`config.mk`:
```
export PLATFORM = sky130hd
export DESIGN_NAME = serial_master_tx
export DESIGN_NICKNAME = d
export VERILOG_FILES = /design/src/rtl/serial_master_tx.sv
export SDC_FILE = /design/constraint.sdc
export NUM_CORES = 1
export LEC_CHECK = 0
export CORE_MARGIN = 1
export CORE_UTILIZATION = 45
export DETAILED_ROUTE_END_ITERATION = 8
export PLACE_DENSITY = 0.72
export SYNTH_ARGS = -nofsm -noshare
export SYNTH_HDL_FRONTEND = slang
export SYNTH_SLANG_ARGS = --single-unit
```
`constraint.sdc`:
```
create_clock -name clk -period 2.4 [get_ports clk]
set_clock_uncertainty 0.1 [all_clocks]
set_input_delay 0.6 -clock clk [delete_from_list [all_inputs] [get_ports clk]]
set_output_delay 0.6 -clock clk [all_outputs]
set_load 0.02 [all_outputs]
```
`src/rtl/serial_master_tx.sv`:
```
// Serial bus master transmitter: arbitrates for the bus, serialises slave select,
// header (address + burst) and write beats LSB first, with slave timeout and grant-loss abort.
module serial_master_tx #(
  parameter int SLAVE_LEN = 2,
  parameter int ADDR_LEN  = 12,
  parameter int DATA_LEN  = 8,
  parameter int BURST_LEN = 8,
  parameter int TIMEOUT   = 10
) (
  input  logic                 clk,
  input  logic                 reset,
  input  logic                 start,
  input  logic                 cmd_write,
  input  logic [SLAVE_LEN-1:0] cmd_slave,
  input  logic [ADDR_LEN-1:0]  cmd_addr,
  input  logic [BURST_LEN-1:0] cmd_burst,
  input  logic [DATA_LEN-1:0]  wdata,
  input  logic                 wdata_valid,
  output logic                 wdata_ready,
  input  logic                 approval_grant,
  input  logic                 busy,
  input  logic                 slave_ready,
  input  logic                 rx_done,
  output logic                 approval_request,
  output logic                 tx_slave_select,
  output logic                 tx_address,
  output logic                 tx_burst_number,
  output logic                 tx_data,
  output logic                 master_valid,
  output logic                 write_en,
  output logic                 read_en,
  output logic                 master_ready,
  output logic                 tx_done,
  output logic                 tx_error,
  output logic [1:0]           error_code,
  output logic [3:0]           debug_state
);

  localparam logic [3:0] IDLE       = 4'd0;
  localparam logic [3:0] REQ        = 4'd1;
  localparam logic [3:0] SEL        = 4'd2;
  localparam logic [3:0] WAIT_SLAVE = 4'd3;
  localparam logic [3:0] HDR        = 4'd4;
  localparam logic [3:0] DATA_FETCH = 4'd5;
  localparam logic [3:0] DATA_SHIFT = 4'd6;
  localparam logic [3:0] READ_WAIT  = 4'd7;
  localparam logic [3:0] DONE       = 4'd8;

  localparam int HDR_LEN = (ADDR_LEN > BURST_LEN) ? ADDR_LEN : BURST_LEN;
  localparam int MAX_A   = (HDR_LEN > DATA_LEN) ? HDR_LEN : DATA_LEN;
  localparam int MAX_B   = (MAX_A > SLAVE_LEN) ? MAX_A : SLAVE_LEN;
  localparam int CNT_MAX = (MAX_B > TIMEOUT) ? MAX_B : TIMEOUT;
  localparam int CNT_W   = $clog2(CNT_MAX + 1);

  localparam logic [CNT_W-1:0] CNT_ONE   = CNT_W'(1);
  localparam logic [CNT_W-1:0] SEL_LAST  = CNT_W'(SLAVE_LEN - 1);
  localparam logic [CNT_W-1:0] TO_LAST   = CNT_W'(TIMEOUT - 1);
  localparam logic [CNT_W-1:0] HDR_LAST  = CNT_W'(HDR_LEN - 1);
  localparam logic [CNT_W-1:0] DATA_LAST = CNT_W'(DATA_LEN - 1);
  localparam logic [BURST_LEN:0] BEAT_ONE = (BURST_LEN + 1)'(1);

  logic [3:0]           state;
  logic [CNT_W-1:0]     cnt;
  logic                 write_q;
  logic [SLAVE_LEN-1:0] slave_sr;
  logic [HDR_LEN-1:0]   addr_sr;
  logic [HDR_LEN-1:0]   burst_sr;
  logic [BURST_LEN-1:0] burst_q;
  logic [DATA_LEN-1:0]  data_sr;
  logic [BURST_LEN:0]   beats;
  logic [BURST_LEN:0]   beats_next;
  logic [BURST_LEN:0]   beat_target;
  logic                 abort;

  // A zero burst field still moves one beat; the extra counter bit lets an all-ones burst finish.
  assign beats_next  = beats + BEAT_ONE;
  assign beat_target = (burst_q == '0) ? BEAT_ONE : {1'b0, burst_q};
  assign abort       = !approval_grant &&
                       (state inside {SEL, WAIT_SLAVE, HDR, DATA_FETCH, DATA_SHIFT, READ_WAIT});

  always_ff @(posedge clk) begin
    if (reset) begin
      state      <= IDLE;
      cnt        <= '0;
      write_q    <= 1'b0;
      slave_sr   <= '0;
      addr_sr    <= '0;
      burst_sr   <= '0;
      burst_q    <= '0;
      data_sr    <= '0;
      beats      <= '0;
      tx_error   <= 1'b0;
      error_code <= 2'b00;
    end else begin
      tx_error <= 1'b0;
      if (abort) begin
        state      <= IDLE;
        tx_error   <= 1'b1;
        error_code <= 2'b10;
      end else begin
        case (state)
          IDLE: begin
            if (start && !busy) begin
              write_q    <= cmd_write;
              slave_sr   <= cmd_slave;
              addr_sr    <= HDR_LEN'(cmd_addr);
              burst_sr   <= HDR_LEN'(cmd_burst);
              burst_q    <= cmd_burst;
              beats      <= '0;
              cnt        <= '0;
              error_code <= 2'b00;
              state      <= REQ;
            end
          end
          REQ: begin
            if (approval_grant) begin
              cnt   <= '0;
              state <= SEL;
            end
          end
          SEL: begin
            slave_sr <= slave_sr >> 1;
            if (cnt == SEL_LAST) begin
              cnt   <= '0;
              state <= WAIT_SLAVE;
            end else begin
              cnt <= cnt + CNT_ONE;
            end
          end
          WAIT_SLAVE: begin
            if (slave_ready) begin
              cnt   <= '0;
              state <= HDR;
            end else if (cnt == TO_LAST) begin
              tx_error   <= 1'b1;
              error_code <= 2'b01;
              state      <= IDLE;
            end else begin
              cnt <= cnt + CNT_ONE;
            end
          end
          HDR: begin
            if (slave_ready) begin
              addr_sr  <= addr_sr >> 1;
              burst_sr <= burst_sr >> 1;
              if (cnt == HDR_LAST) begin
                cnt   <= '0;
                state <= write_q ? DATA_FETCH : READ_WAIT;
              end else begin
                cnt <= cnt + CNT_ONE;
              end
            end
          end
          DATA_FETCH: begin
            if (wdata_valid) begin
              data_sr <= wdata;
              cnt     <= '0;
              state   <= DATA_SHIFT;
            end
          end
          DATA_SHIFT: begin
            if (slave_ready) begin
              data_sr <= data_sr >> 1;
              if (cnt == DATA_LAST) begin
                cnt   <= '0;
                beats <= beats_next;
                state <= (beats_next == beat_target) ? DONE : DATA_FETCH;
              end else begin
                cnt <= cnt + CNT_ONE;
              end
            end
          end
          READ_WAIT: begin
            if (rx_done) state <= DONE;
          end
          DONE: state <= IDLE;
          default: state <= IDLE;
        endcase
      end
    end
  end

  // Status strobes are decoded from state so every exit path to IDLE drops them together.
  assign master_ready     = state inside {IDLE, REQ, SEL, WAIT_SLAVE};
  assign approval_request = state inside {REQ, SEL, WAIT_SLAVE, HDR, DATA_FETCH, DATA_SHIFT, READ_WAIT};
  assign write_en         = (state inside {HDR, DATA_FETCH, DATA_SHIFT, READ_WAIT}) && write_q;
  assign read_en          = (state inside {HDR, DATA_FETCH, DATA_SHIFT, READ_WAIT}) && !write_q;
  assign tx_slave_select  = (state == SEL) && slave_sr[0];
  assign tx_address       = (state == HDR) && addr_sr[0];
  assign tx_burst_number  = (state == HDR) && burst_sr[0];
  assign tx_data          = (state == DATA_SHIFT) && data_sr[0];
  assign master_valid     = (state == DATA_SHIFT);
  assign wdata_ready      = (state == DATA_FETCH);
  assign tx_done          = (state == DONE);
  assign debug_state      = state;

endmodule
```
==> results.cfg <==
[outcome]
outcome = finished, final reports clean

[place]
io_buffers = 56
dp_cells = 567
place_area_um2 = 4180
dp_hpwl_um = 5970
post-place-ws_ns = -0.368
gp_congestion = 0.867

[clock_network]
cts_num_sinks = 59
numCtsBuffers = 9
cts-htree-levels = 3
root_buffer = clkbuf_8
insertion_delay_ns = 0.35
cts_tree = yes
cts_buffer_depth = 2
clk_pin_slew_ns = 0.07
hold_buffers = 0

[timing]
layout_min_cycle_time_ns = 2.32
finalSetupTns_ns = 0
fmax_ghz = 0.431
setup_viol = 0
finalCritPeriodShare = 0.966
setup_ws_ns = 0.0808
hold_violations = 0
whs_ns = 0.373
slew_violations = 0
max-slew-margin-rel = 0.616
worst-slew-pin-transition_ns = 0.576

[hold_path]
hp-class = flop to flop

[synth]
yosys-top-cells-count = nor2_1 (60), dfxtp_1 (59), mux2i_1 (32), a21oi_1 (28), nand2_1 (24)
synth.top_cell.area_share = 0.359
synth-async-reset-ratio = 0
synth.distinct_cells = 54
syn_avg_cell_area_um2 = 8.14
synth_edf_count = 0
yosys.area.top_type = dfxtp_1
yosys_warnings = 0
synth.most_common_cell = nor2_1
syn_nets = 446
synth-seq-cells = 59
synth_ff_type = dfxtp_1
ys_top_cells_by_area = dfxtp_1 (36%), mux2i_1 (9.7%), nor2_1 (6.8%), a211oi_1 (4.3%), a21oi_1 (4.3%)
synth_cells = 404
synthesis.area_um2 = 3290
seq_area_frac_synth = 0.359

[route]
num_vias = 3183
dr.pass1.iters = 4
drtIter0Drc = 220
antenna_left = 0
drt-total-wl_um = 8490
post_drt_wl_per_cell_um = 14.5
drcViolationCount = 0
vias_per_cell = 5.42

[pwr]
ir_drop_v = 0.000478
pwr-share-comb = 0.350
switching_share = 0.333
switchingPower_mw = 1.09
powerDensity_nw_per_um2 = 722
p_seq_frac = 0.366
leakage_nw = 1.83
finalPower_mw = 3.26
clkPwrFrac = 0.284
power.internal_mw = 2.18

[setup_path]
worstPathRequired_ns = 2.58
cp.arrival_ns = 2.50
critPathLaunchType = flop
cp-end-kind = flop
cp_max_fo = 6
crit_type = flop to flop

[floorplanning]
core_um2 = 6940
ios = 57
rows = 30
die_y_um = 87.5
die_w_um = 87.5
initial_core_util = 0.474
dieArea_um2 = 7660

[global_route]
grt_max_degree = 55
grt_overflow_total = 0
grt_pass1_wl_um = 13500
grt_pass1_vias = 2887
grt_use_total = 0.232
antenna_found_initial = 0

[final_layout]
final_area_um2 = 4520
drive_gt1_frac = 0.181
stdcell_count = 587
n_antenna_cell = 0
fin_util = 0.651
num-fill-cells = 572
nets = 528
area.growth.synth_to_final_pct = 37.5

[flow_run]
drv_cap = 0
routing by layer:
layer,vias to the layer above,track usage,wire length [um]
li1,1614,-,-
met1,1489,0.314,3970
met2,70,0.355,3990
met3,10,0.0512,376
met4,0,0.0999,155
met5,-,0,0
timing repair:
action                                  CTS  global route
endpoints found under the setup margin   13            35
resized for setup                        16            25
gates cloned                              0             1
pin swaps                                 1             9
setup buffers                             1             2
cell usage in the layout (no fill, tap or decap), types with 5 or more instances in the layout:
cell type,netlist,final
o21ai_0,14,14
nand2b_1,12,11
nor3b_1,6,6
clkdlybuf4s50_1,0,39
nor2_1,60,60
nand3_1,6,6
xor2_1,6,6
nor4_1,6,5
mux2i_1,32,32
nand3b_1,6,6
inv_1,7,6
dlygate4sd2_1,0,10
buf_4,0,45
nor3_1,7,6
dfxtp_1,59,54
and2_1,7,7
clkbuf_8,0,9
a21oi_1,28,27
dlymetal6s2s_1,0,5
a311oi_1,7,7
a211oi_1,19,19
nand2_1,24,24
nor2b_1,9,9
power groups by stage:
stage / sequential [mW] / combinational [mW] / clock [mW]
final: 1.19 / 1.14 / 0.926
after detailed placement: 1.21 / 1.03 / 0
after floorplan: 1.19 / 0.635 / 0
after global routing: 1.21 / 1.25 / 0.985
after global placement: 1.20 / 1.01 / 0
after CTS: 1.19 / 1.05 / 0.946
cells by family (layout without fill, tap and decap cells):
| group | count (synthesis) | after routing | synth area share |
|---|---|---|---|
| AOI/OAI and AO/OA | 88 | 88 | 0.175 |
| xor gates and xnor gates | 9 | 9 | 0.0240 |
| adders and majority gates | 3 | 3 | 0.0114 |
| buffers and inverters | 41 | 128 | 0.0529 |
| DFF | 59 | 59 | 0.359 |
| muxes | 32 | 32 | 0.0974 |
| and+or+nand+nor | 172 | 172 | 0.281 |
worst paths after layout:
| kind | depth (start not counted) | start | end | slack [ns] |
|---|---|---|---|---|
| max reg2reg | 7 | debug_state[0] | beats[6] | 0.08 |
| max | 7 | debug_state[0] | beats[6] | 0.08 |
| min | 2 | data_sr[7] | data_sr[7] | 0.37 |
| min reg2reg | 2 | data_sr[7] | data_sr[7] | 0.37 |
state kept, by name (all words and copies together) (netlist names), 2 cells and up:
register	count
addr_sr	12
beats	9
burst_q	8
burst_sr	8
data_sr	8
cnt	4
debug_state	4
error_code	2
slave_sr	2
area by class of cell:
class	count	area (um^2)	share of cell area
sequential	59	1190	0.264
timing repair buffer	105	956	0.211
clock inverter	7	77.6	0.0172
multi-input combinational	304	2030	0.448
clock buffer	9	124	0.0274
tap	96	120	0.0266
inverter	7	26.3	0.00581
critical path: stages, from the launching register on:
cell	delay [ns]
dfxtp_4	0.38
buf_6	0.13
nor3_4	0.16
or3b_4	0.40
a211o_1	0.33
or2_1	0.25
or3_1	0.37
a21oi_1	0.12
No activity file was read; power rests on OpenSTA's default activity.
